`src/rtl/csr_trap_cause.sv`:
```
// Machine trap-cause unit: mcause/mtval CSRs, exception/interrupt prioritisation and trap FSM.
// Optional trap counter at 12'h7C0 is built only when CSR_TRAP_COUNT_EN is defined.
module csr_trap_cause #(
  parameter int NUM_EXC = 6,
  parameter int NUM_IRQ = 3,
  parameter int CODE_W  = 5,
  parameter logic [NUM_EXC*CODE_W-1:0] EXC_CODE_LUT = {5'd5, 5'd11, 5'd3, 5'd2, 5'd1, 5'd0},
  parameter logic [NUM_IRQ*CODE_W-1:0] IRQ_CODE_LUT = {5'd7, 5'd3, 5'd11},
  parameter logic [11:0] MCAUSE_ADDR = 12'h342,
  parameter logic [11:0] MTVAL_ADDR  = 12'h343
) (
  input  logic               clk_i,
  input  logic               rst_i,
  input  logic               en_i,
  input  logic [11:0]        addr_i,
  input  logic [31:0]        set_i,
  input  logic [31:0]        clear_i,
  output logic               ack_o,
  output logic [31:0]        rdata_o,
  input  logic [NUM_EXC-1:0] exc_valid_i,
  input  logic [31:0]        exc_tval_i,
  input  logic [NUM_IRQ-1:0] irq_pending_i,
  input  logic               irq_take_i,
  input  logic               mret_i,
  output logic               trap_o,
  output logic               in_trap_o,
  output logic               double_fault_o,
  output logic [31:0]        mcause_o,
  output logic [31:0]        mtval_o
);

  localparam logic [1:0] ST_RUN   = 2'd0;
  localparam logic [1:0] ST_TRAP  = 2'd1;
  localparam logic [1:0] ST_FAULT = 2'd2;

  logic [1:0]        state_q, state_d;
  logic              int_q, int_d;
  logic [CODE_W-1:0] code_q, code_d;
  logic [31:0]       mtval_q, mtval_d;
  logic              trap_q, trap_d;
  logic              dfault_q, dfault_d;

  logic              sel_mcause, sel_mtval;
  logic              exc_any, irq_any, cap_exc, cap_irq;
  logic [CODE_W-1:0] exc_code, irq_code;
  logic              int_wr;
  logic [CODE_W-1:0] code_wr;
  logic [31:0]       mtval_wr;

  // Scan high to low so the lowest set index is the last assignment and wins.
  always_comb begin
    exc_code = '0;
    for (int i = NUM_EXC - 1; i >= 0; i--) begin
      if (exc_valid_i[i]) exc_code = EXC_CODE_LUT[i*CODE_W +: CODE_W];
    end
  end

  always_comb begin
    irq_code = '0;
    for (int j = NUM_IRQ - 1; j >= 0; j--) begin
      if (irq_pending_i[j]) irq_code = IRQ_CODE_LUT[j*CODE_W +: CODE_W];
    end
  end

  assign exc_any = |exc_valid_i;
  assign irq_any = irq_take_i && (|irq_pending_i) && !exc_any;
  assign cap_exc = (state_q == ST_RUN) && exc_any;
  assign cap_irq = (state_q == ST_RUN) && irq_any;

  assign sel_mcause = en_i && (addr_i == MCAUSE_ADDR);
  assign sel_mtval  = en_i && (addr_i == MTVAL_ADDR);

  assign int_wr   = (int_q & ~clear_i[31]) | set_i[31];
  assign code_wr  = (code_q & ~clear_i[CODE_W-1:0]) | set_i[CODE_W-1:0];
  assign mtval_wr = (mtval_q & ~clear_i) | set_i;

  always_comb begin
    mcause_o              = '0;
    mcause_o[31]          = int_q;
    mcause_o[CODE_W-1:0]  = code_q;
  end

  assign mtval_o        = mtval_q;
  assign trap_o         = trap_q;
  assign in_trap_o      = (state_q == ST_TRAP) || (state_q == ST_FAULT);
  assign double_fault_o = dfault_q;

  // Hardware capture takes precedence over a same-cycle CSR write.
  always_comb begin
    int_d   = int_q;
    code_d  = code_q;
    mtval_d = mtval_q;
    if (cap_exc) begin
      int_d   = 1'b0;
      code_d  = exc_code;
      mtval_d = exc_tval_i;
    end else if (cap_irq) begin
      int_d   = 1'b1;
      code_d  = irq_code;
      mtval_d = '0;
    end else begin
      if (sel_mcause) begin
        int_d  = int_wr;
        code_d = code_wr;
      end
      if (sel_mtval) mtval_d = mtval_wr;
    end
  end

  always_comb begin
    state_d  = state_q;
    dfault_d = dfault_q;
    trap_d   = cap_exc || cap_irq;
    case (state_q)
      ST_RUN: begin
        if (cap_exc || cap_irq) state_d = ST_TRAP;
      end
      ST_TRAP: begin
        if (mret_i) begin
          state_d = ST_RUN;
        end else if (exc_any) begin
          state_d  = ST_FAULT;
          dfault_d = 1'b1;
        end
      end
      ST_FAULT: state_d = ST_FAULT;
      default:  state_d = ST_RUN;
    endcase
  end

  always_ff @(posedge clk_i or posedge rst_i) begin
    if (rst_i) begin
      state_q  <= ST_RUN;
      int_q    <= 1'b0;
      code_q   <= '0;
      mtval_q  <= '0;
      trap_q   <= 1'b0;
      dfault_q <= 1'b0;
    end else begin
      state_q  <= state_d;
      int_q    <= int_d;
      code_q   <= code_d;
      mtval_q  <= mtval_d;
      trap_q   <= trap_d;
      dfault_q <= dfault_d;
    end
  end

`ifdef CSR_TRAP_COUNT_EN
  localparam logic [11:0] CNT_ADDR = 12'h7C0;
  logic        sel_cnt;
  logic [15:0] cnt_q, cnt_d;

  assign sel_cnt = en_i && (addr_i == CNT_ADDR);

  // Increment on the trap_o pulse, saturating; it also overrides a same-cycle write.
  always_comb begin
    cnt_d = cnt_q;
    if (trap_q) begin
      if (cnt_q != 16'hFFFF) cnt_d = cnt_q + 16'd1;
    end else if (sel_cnt) begin
      cnt_d = (cnt_q & ~clear_i[15:0]) | set_i[15:0];
    end
  end

  always_ff @(posedge clk_i or posedge rst_i) begin
    if (rst_i) cnt_q <= '0;
    else       cnt_q <= cnt_d;
  end

  assign ack_o = sel_mcause || sel_mtval || sel_cnt;

  always_comb begin
    rdata_o = '0;
    if (sel_mcause)     rdata_o = mcause_o;
    else if (sel_mtval) rdata_o = mtval_q;
    else if (sel_cnt)   rdata_o = {16'b0, cnt_q};
  end
`else
  assign ack_o = sel_mcause || sel_mtval;

  always_comb begin
    rdata_o = '0;
    if (sel_mcause)     rdata_o = mcause_o;
    else if (sel_mtval) rdata_o = mtval_q;
  end
`endif

endmodule

```
`config.mk`:
```
export PLATFORM = sky130hd
export DESIGN_NAME = csr_trap_cause
export DESIGN_NICKNAME = d
export VERILOG_FILES = /design/src/rtl/csr_trap_cause.sv
export SDC_FILE = /design/constraint.sdc
export NUM_CORES = 1
export LEC_CHECK = 0
export CAP_MARGIN = 20
export CORE_ASPECT_RATIO = 1.25
export CORE_MARGIN = 4
export CORE_UTILIZATION = 37
export DETAILED_ROUTE_END_ITERATION = 7
export PLACE_DENSITY_LB_ADDON = 0.1
export SETUP_SLACK_MARGIN = 0.05
export SYNTH_ARGS = -nofsm -noshare
export SYNTH_HDL_FRONTEND = slang
export SYNTH_SLANG_ARGS = --single-unit
```
`constraint.sdc`:
```
create_clock -name clk_i -period 2.95 [get_ports clk_i]
set_input_delay 0.4425 -clock clk_i [delete_from_list [all_inputs] [get_ports clk_i]]
set_output_delay 0.4425 -clock clk_i [all_outputs]
set_load 0.01 [all_outputs]
```
==> results.py <==
metrics = {
    "clocking": {
        "cts_root_buf": "clkbuf_8",
        "clock_latency_ns": 0.30,
        "cts_max_path_buffers": 2,
        "cts_num_sinks": 42,
        "clk_pin_slew_ns": 0.09,
        "numCtsBuffers": 5,
        "cts_tree": "yes",
        "ctsHoldBuffers": 0,
        "post_cts_resize_count": 0,
        "h-tree-depth": 2,
        "post_cts_buffers": 0,
    },
    "final_layout": {
        "drive_above_1_share": 0.09388,
        "final_cell_mix": "clkdlybuf4s50_1, dfrtp_1, a21o_1, a32o_1, and2_1",
        "fillers": 675,
        "area_delta_synth_final_pct": 68.52,
        "diodes": 0,
        "layout_commonest_cell": "clkdlybuf4s50_1",
        "num-nets-final": 614,
        "final_area_um2": 5031,
    },
    "grt": {
        "grt_antenna_before_repair": 0,
        "grt_pass1_wl_mm": 15.10,
        "grt_usage": 0.2036,
        "grt_pass1_vias": 2956,
        "grt_start_max_net_pins": 61,
        "overflow": 0,
    },
    "detailed_routing": {
        "detail-route-antenna-nets": 0,
        "via_per_inst": 5.132,
        "drc_errors": 0,
        "drt-initial-drc-count": 133,
        "wire_per_inst_um": 17.74,
        "routed_wl_mm": 10.38,
        "dr_total_vias": 3002,
        "first_pass_iters": 4,
    },
    "logic_synthesis": {
        "yosysWarnings": 0,
        "syn_inst": 304,
        "synthArstFlopShare": 1.000,
        "synthesis.area_um2": 2985,
        "synth-seq-cells": 42,
        "synthFlopType": "dfrtp_1",
        "synth_edf_count": 0,
        "avgSynthCellArea_um2": 9.820,
        "ys_seq_area_frac": 0.3521,
        "yosysUniqueCellTypes": 43,
    },
    "timing": {
        "hold_violations": 0,
        "finalClockSkew_ns": 0.007323,
        "max_slew.worst_pin.slew_ns": 0.9710,
        "slew_headroom": 0.3512,
        "drv_slew": 0,
        "period_share": 0.9606,
        "fin_crit_ns": 2.834,
        "rsz0062_at_grt": "false",
        "setup_violations": 0,
        "setup-tns-final_ns": 0,
        "fmax_mhz": 352.9,
    },
    "critical_path": {
        "cpPeakStageDelay_ns": 0.55,
        "critPathMaxFanout": 26,
        "worst-setup-path-type": "input port to output port",
        "path_delay_family": "buffers and inverters",
        "arrival_ns": 2.39,
        "slowest_stage": "clkdlybuf4s50_1",
        "crit_top_cell": "clkdlybuf4s50_1",
        "required_ns": 2.51,
        "crit_chain": "clkdlybuf4s50_1, nor4b_2, nand3_1, nor2_2, buf_12, and2_1, clkdlybuf4s50_1",
        "endpoint_kind": "output port",
        "worstSetupStartpointType": "input port",
        "worst-path-buf-inv": 3,
    },
    "min_path": {
        "hp-class": "register to register",
    },
    "floorplanning": {
        "die_h_um": 108.4,
        "io_pins": 222,
        "die_w_um": 88.34,
        "dieArea_um2": 9579,
        "start_util": 0.3809,
        "rows": 36,
        "core_um2": 7838,
    },
    "placement": {
        "place_congestion": 0.8662,
        "dp_hpwl_mm": 8.076,
        "port-buffer-count": 195,
        "placed_area_um2": 4881,
    },
    "pwr": {
        "ir_drop_v": 0.0005951,
        "p_leak_uw": 0.002154,
        "p_per_area_nw_per_um2": 734.6,
    },
    "run_status": {
        "outcome": "completed",
    },
    "flow_run": {
        "cap_violations": 0,
    },
}
-- where the power goes --
group | total, uW | internal, uW | switching [uW] | leakage (uW)
sequential | 1060 | 852 | 209 | 0.000511
combinational | 2080 | 1120 | 960 | 0.00157
clock | 552 | 339 | 213 | 0.0000683
total | 3700 | 2310 | 1380 | 0.00215
-- routing by layer --
layer	track usage	vias to the layer above	part of all wire
met4	0.06371	0	0.020
met1	0.2294	1415	0.38
li1	-	1453	-
met2	0.3791	119	0.54
met5	0	-	0
met3	0.03811	15	0.063
-- kinds of logic (layout without fill, tap and decap cells) --
kind of cell    after synthesis  count (layout)  share of synthesized area
compound gates              129             129                     0.3491
simple gates                 64              64                     0.1308
buf+inv                      59             220                     0.1341
flops                        42              42                     0.3521
mux                           6               6                    0.02012
fa+ha+maj                     3               3                    0.01257
other cells                   1              26                   0.001256
-- Yosys cell counts, types with 2 or more instances --
cell type  number  area, um^2
mux2i_1         6       60.06
nand3_1         2       10.01
buf_2           8       40.04
o21ai_0         2       10.01
ha_1            3       37.54
o31a_1          4       35.03
and2_1         27       168.9
dfrtp_1        42        1051
nand2_1         4       15.01
o2bb2ai_1       2       17.52
a21oi_2        20       175.2
a21oi_1        20       100.1
and4_1          2       17.52
clkbuf_1        3       11.26
a21o_1         35       262.8
buf_4          33       247.7
a32o_1         32       320.3
nor2b_1         4       25.02
o22ai_1         2       12.51
o21a_1          2       15.01
inv_1           8       30.03
nor4bb_1        3       30.03
buf_6           6       67.56
nor2_1         12       45.04
nor4b_1         3       26.28
o31ai_1         2       15.01
-- through the flow --
| step | setup WS [ns] | instances | utilization | power, uW | hold slack [ns] |
|---|---|---|---|---|---|
| 6_report | 0.1162 | 585 | 0.6419 | 3696 | 0.4705 |
| 5_1_grt | 0.01017 | 585 | 0.6419 | 3954 | 0.5096 |
| 4_1_cts | 0.08299 | 585 | 0.6403 | 3740 | 0.4765 |
| 3_5_place_dp | 0.07583 | 577 | 0.6228 | 3177 | 0.4507 |
| 3_3_place_gp | 0.1150 | 577 | 0.6228 | 3141 | 0.4501 |
| 2_1_floorplan | 0.9346 | 329 | - | 2266 | 0.4464 |
-- final cells by class --
| type | count | area, um^2 | area share |
|---|---|---|---|
| Clock buffer | 5 | 68.82 | 0.01368 |
| Tap cell | 95 | 118.9 | 0.02363 |
| Timing Repair Buffer | 203 | 2037 | 0.4049 |
| Clock inverter | 3 | 68.82 | 0.01368 |
| Sequential cell | 42 | 1051 | 0.2089 |
| Multi-Input combinational cell | 228 | 1653 | 0.3285 |
| Inverter | 9 | 33.78 | 0.006715 |
-- path summary, 6_finish.rpt --
kind / from / slack [ns] / end / cells after the start
setup / recovery: addr_i[3] / 0.12 / rdata_o[24] / 7
hold / removal: double_fault_o$_DFFE_PP0P_ / 0.47 / double_fault_o$_DFFE_PP0P_ / 1
setup reg to reg: state_q[0]$_DFFE_PP0P_ / 0.50 / mtval_o[9]$_DFFE_PP0P_ / 8
hold reg to reg: double_fault_o$_DFFE_PP0P_ / 0.47 / double_fault_o$_DFFE_PP0P_ / 1
max in group asynchronous: rst_i / 1.72 / mtval_o[12]$_DFFE_PP0P_ / 2
min in group asynchronous: rst_i / 0.67 / code_q[4]$_DFFE_PP0P_ / 2
-- sequential cells by signal (all words and copies together), names as in the netlist --
| signal | count |
|---|---|
| code_q | 5 |
| mtval_o | 32 |
| double_fault_o | 1 |
| int_q | 1 |
| state_q | 2 |
| trap_o | 1 |
Power figures use the tool's default switching activity.
